<file path="config.mk">
export PLATFORM = sky130hd
export DESIGN_NAME = lfsr_predictor
export DESIGN_NICKNAME = d
export VERILOG_FILES = /design/src/rtl/lfsr_pkg.sv /design/src/rtl/lfsr_predictor.sv
export SDC_FILE = /design/constraint.sdc
export NUM_CORES = 1
export LEC_CHECK = 0
export CAP_MARGIN = 10
export CORE_UTILIZATION = 37
export DETAILED_ROUTE_END_ITERATION = 7
export HOLD_SLACK_MARGIN = 0.08
export PLACE_DENSITY = 0.7
export RECOVER_POWER = 25
export SLEW_MARGIN = 20
export SYNTH_ARGS = -nofsm -noshare
export SYNTH_HDL_FRONTEND = slang
export SYNTH_SLANG_ARGS = --single-unit
export TNS_END_PERCENT = 10
</file>
<file path="constraint.sdc">
create_clock -name clk -period 1.3 [get_ports clk]
set_clock_uncertainty 0.1 [all_clocks]
set_input_delay 0.26 -clock clk [delete_from_list [all_inputs] [get_ports clk]]
set_output_delay 0.26 -clock clk [all_outputs]
set_load 0.005 [all_outputs]
</file>
<file path="src/rtl/lfsr_pkg.sv">
// Shared constants for the 12-bit Fibonacci LFSR generator and its stream checker.
package lfsr_pkg;

  localparam int unsigned LFSR_WIDTH = 12;
  localparam int unsigned LFSR_TAP_A = 11;
  localparam int unsigned LFSR_TAP_B = 10;

  localparam logic [LFSR_WIDTH-1:0] LFSR_SEED = 12'hB76;

  localparam int unsigned ST_W = 2;
  localparam logic [ST_W-1:0] ST_SEARCH = 2'd0;
  localparam logic [ST_W-1:0] ST_VERIFY = 2'd1;
  localparam logic [ST_W-1:0] ST_LOCKED = 2'd2;

endpackage : lfsr_pkg

</file>
<file path="src/rtl/lfsr_predictor.sv">
// History register of the received stream plus next-bit prediction.
// The shifted bit is either the received bit or the prediction (flywheel).
module lfsr_predictor
  import lfsr_pkg::*;
#(
  parameter int unsigned WIDTH = LFSR_WIDTH,
  parameter int unsigned TAP_A = LFSR_TAP_A,
  parameter int unsigned TAP_B = LFSR_TAP_B
) (
  input  logic             clk,
  input  logic             rst_n,
  input  logic             advance_i,
  input  logic             sel_pred_i,
  input  logic             bit_i,
  output logic [WIDTH-1:0] hist_o,
  output logic             pred_c_o
);

  logic [WIDTH-1:0] hist_q;
  logic [WIDTH-1:0] hist_d;
  logic             shift_bit_c;

  assign pred_c_o = hist_q[TAP_A] ^ hist_q[TAP_B];
  assign hist_o   = hist_q;

  // hist[k] holds the bit received k+1 strobes ago
  always_comb begin
    hist_d      = hist_q;
    shift_bit_c = sel_pred_i ? pred_c_o : bit_i;
    if (advance_i) begin
      hist_d = {hist_q[WIDTH-2:0], shift_bit_c};
    end
  end

  always_ff @(posedge clk or negedge rst_n) begin
    if (!rst_n) begin
      hist_q <= '0;
    end else begin
      hist_q <= hist_d;
    end
  end

endmodule : lfsr_predictor

</file>
==> impl_metrics.toml <==
[run_status]
outcome = "finished with violations"
failed_checks = "negative setup slack"

[setup_path]
rr_worst_depth = 3
crit_path_end_kind = "output port"
rr_endpoint = "hist_o[0]"
reg2reg_setup_slack_ns = 0.24
worstPathRequired_ns = 0.94
worstReg2RegStart = "hist_o[0]"
timing.critical_path.slowest_stage_cell = "sky130_fd_sc_hd__dfrtp_1"
timing.critical_path.slowest_cell_delay_ns = 0.40
timing.critical_path.fanout_max = 2
crit_chain = "xor2_1 > buf_2"
arrival_ns = 1.02
critical_path_source_type = "flip-flop"
critPathKind = "flip-flop to output port"

[finish]
syn2layout_area_growth_pct = 59.0
final_net_count = 70
utilization_pct = 62.7
postLayoutCellArea_um2 = 816
regArea_um2 = 300
final.fill_count = 116
commonest_cells_after_routing_fill_and_taps_aside = "sky130_fd_sc_hd__buf_4 (13), sky130_fd_sc_hd__dfrtp_1 (12), sky130_fd_sc_hd__mux2_4 (10)"
largest_register_ff_count = 12
area_of_the_multi_input_gates_um2 = 201
mostFrequentLayoutCell = "sky130_fd_sc_hd__buf_4"
post_route_cells_drive_above_1_share_pct = 50.8
antenna_cells = 0

[yosys]
multiplexer_area_fraction_after_synthesis_pct = 31.5
postSynthNetCount = 34
mappedNetlistArea_um2 = 513
yosys_register_bits = 12
synth.avg_cell_area_um2 = 17.7
synth-warning-count = 0
yosys.area_share.simple_pct = 4.39
post_synthesis_cell_type_count = 9
synthXorXnorAreaFrac_pct = 1.71
synthCells = 29
synth-adder-area-share_pct = 0
synth-compound-area-share_pct = 1.71
synth-seq-area-share_pct = 58.5
synth_top_family_by_area = "multiplexers"

[routing]
vias_post_dr = 358
dr.pass1.iters = 3
wl_mm = 1.01
drcViolationCount = 0
drt_first_iter_violations = 1
final_antenna_net_count = 0
route.detailed.wl_per_inst_um = 12.9
route.detailed.vias_per_inst = 4.59

[flow_run]
drv_cap = 0

[placement]
dp_slack_ns = -0.244
place_area_um2 = 728
place_hpwl_um = 735
finalWeightedCongestion = 0.613
buffer_ports.inserted = 17

[clock_tree]
clock-root-buffer = "sky130_fd_sc_hd__clkbuf_4"
clock_latency_ns = 0.27
clock_sinks = 12
cts_max_path_buffers = 2
ctsHtreeMaxLevel = 1
holdBufCountCts = 0
cts-buffers-inserted = 3
clkTransAtPathRegs_ns = 0.07
tritoncts = "yes"

[timing]
fin_ws_ns = -0.0784
slew_violations = 0
final-setup-viol-count = 1
max_freq_ghz = 0.725
fin_tns_setup_ns = -0.0784
max-slew-margin-rel_pct = 57.3
hold_viol_final = 0
setup_repair_after_global_routing_missed_its_margin = "true"
fin_hold_ws_ns = 0.412
finalCritPeriodShare_pct = 106
tightestPinTransition_ns = 0.640
period_minus_slack_ns = 1.38

[grt]
grt_pass1_vias = 387
grt_overflow = 0
grt_pass1_wl_mm = 1.63
grt_max_degree = 13
gr-usage-all-layers_pct = 17.5
number_of_antenna_violations_at_the_first_check_in_global_routing = 0

[floorplan]
initial_utilization_pct = 39.4
die_h_um = 39.2
placement_rows = 13
die_width_um = 39.2
die_area_um2 = 1540
core_region_area_um2 = 1300
boundaryPins = 18

[worst_hold_path]
min_path_type = "input port to async pin"

[power]
peakVddDrop_uv = 981
total_leakage_power_nw = 0.426
power-per-cell-area_nw_per_um2 = 2230
==> worst max-delay path by stage <==
stage / from / end / cells past startpoint
3_3_place_gp: advance_i / hist_o[8] / 3
4_1_cts: hist_o[10] / pred_c_o / 2
6_report: hist_o[10] / pred_c_o / 2
5_1_grt: hist_o[11] / pred_c_o / 2
3_5_place_dp: advance_i / hist_o[7] / 3
2_1_floorplan: hist_o[10] / hist_o[0] / 2
==> routing by layer <==
metal / track usage, % / part of all wire [%]
met2: 30.8 / 55
met5: 0 / 0
met4: 12.9 / 2.4
met1: 15.8 / 38
met3: 6.94 / 4.1
==> synth_stat cells (all sizes together) <==
cell type | instances | share of area [%]
and2 | 1 | 1.5
mux2 | 11 | 31
nor2b | 1 | 1.2
xor2 | 1 | 1.7
buf | 1 | 2.2
and3b | 1 | 1.7
a211o | 1 | 1.7
dfrtp | 12 | 59
==> cell families (layout without fill, tap and decap cells) <==
group | Yosys count | in the layout
mux | 11 | 11
flops | 12 | 12
buf+inv | 1 | 35
xor+xnor | 1 | 1
compound gates | 1 | 1
simple gates | 3 | 3
==> stage by stage <==
step | cells | power, mW
finish | 78 | 1.82
global route | 78 | 1.95
CTS | 78 | 1.81
detailed placement | 65 | 1.52
global placement | 65 | 1.49
floorplan | 29 | 0.984
==> where the power goes <==
| group | internal [mW] | total, mW | switching [mW] |
|---|---|---|---|
| registers | 0.545 | 0.640 | 0.0943 |
| logic | 0.673 | 0.954 | 0.281 |
| clock network | 0.107 | 0.224 | 0.117 |
| total | 1.33 | 1.82 | 0.492 |
==> layout make-up <==
class	instances	share of cell area (%)
Sequential cell	12	36.8
Timing Repair Buffer	32	33.4
Tap cell	15	2.30
Multi-Input combinational cell	16	24.7
Clock buffer	3	2.76
==> worst max-delay path: cells and delay by family (launching register included) <==
| kind | cells | cell delay, ns |
|---|---|---|
| xor+xnor | 1 | 0.19 |
| buf+inv | 1 | 0.15 |
| flops | 1 | 0.40 |
==> timing repair <==
item | 4_1_cts | 5_1_grt
gates resized for setup | 19 | 12
setup buffers | 10 | 0
pin swaps | 1 | 0
setup endpoints to repair | 13 | 12
Note: power is estimated with default switching activity, not from simulation.
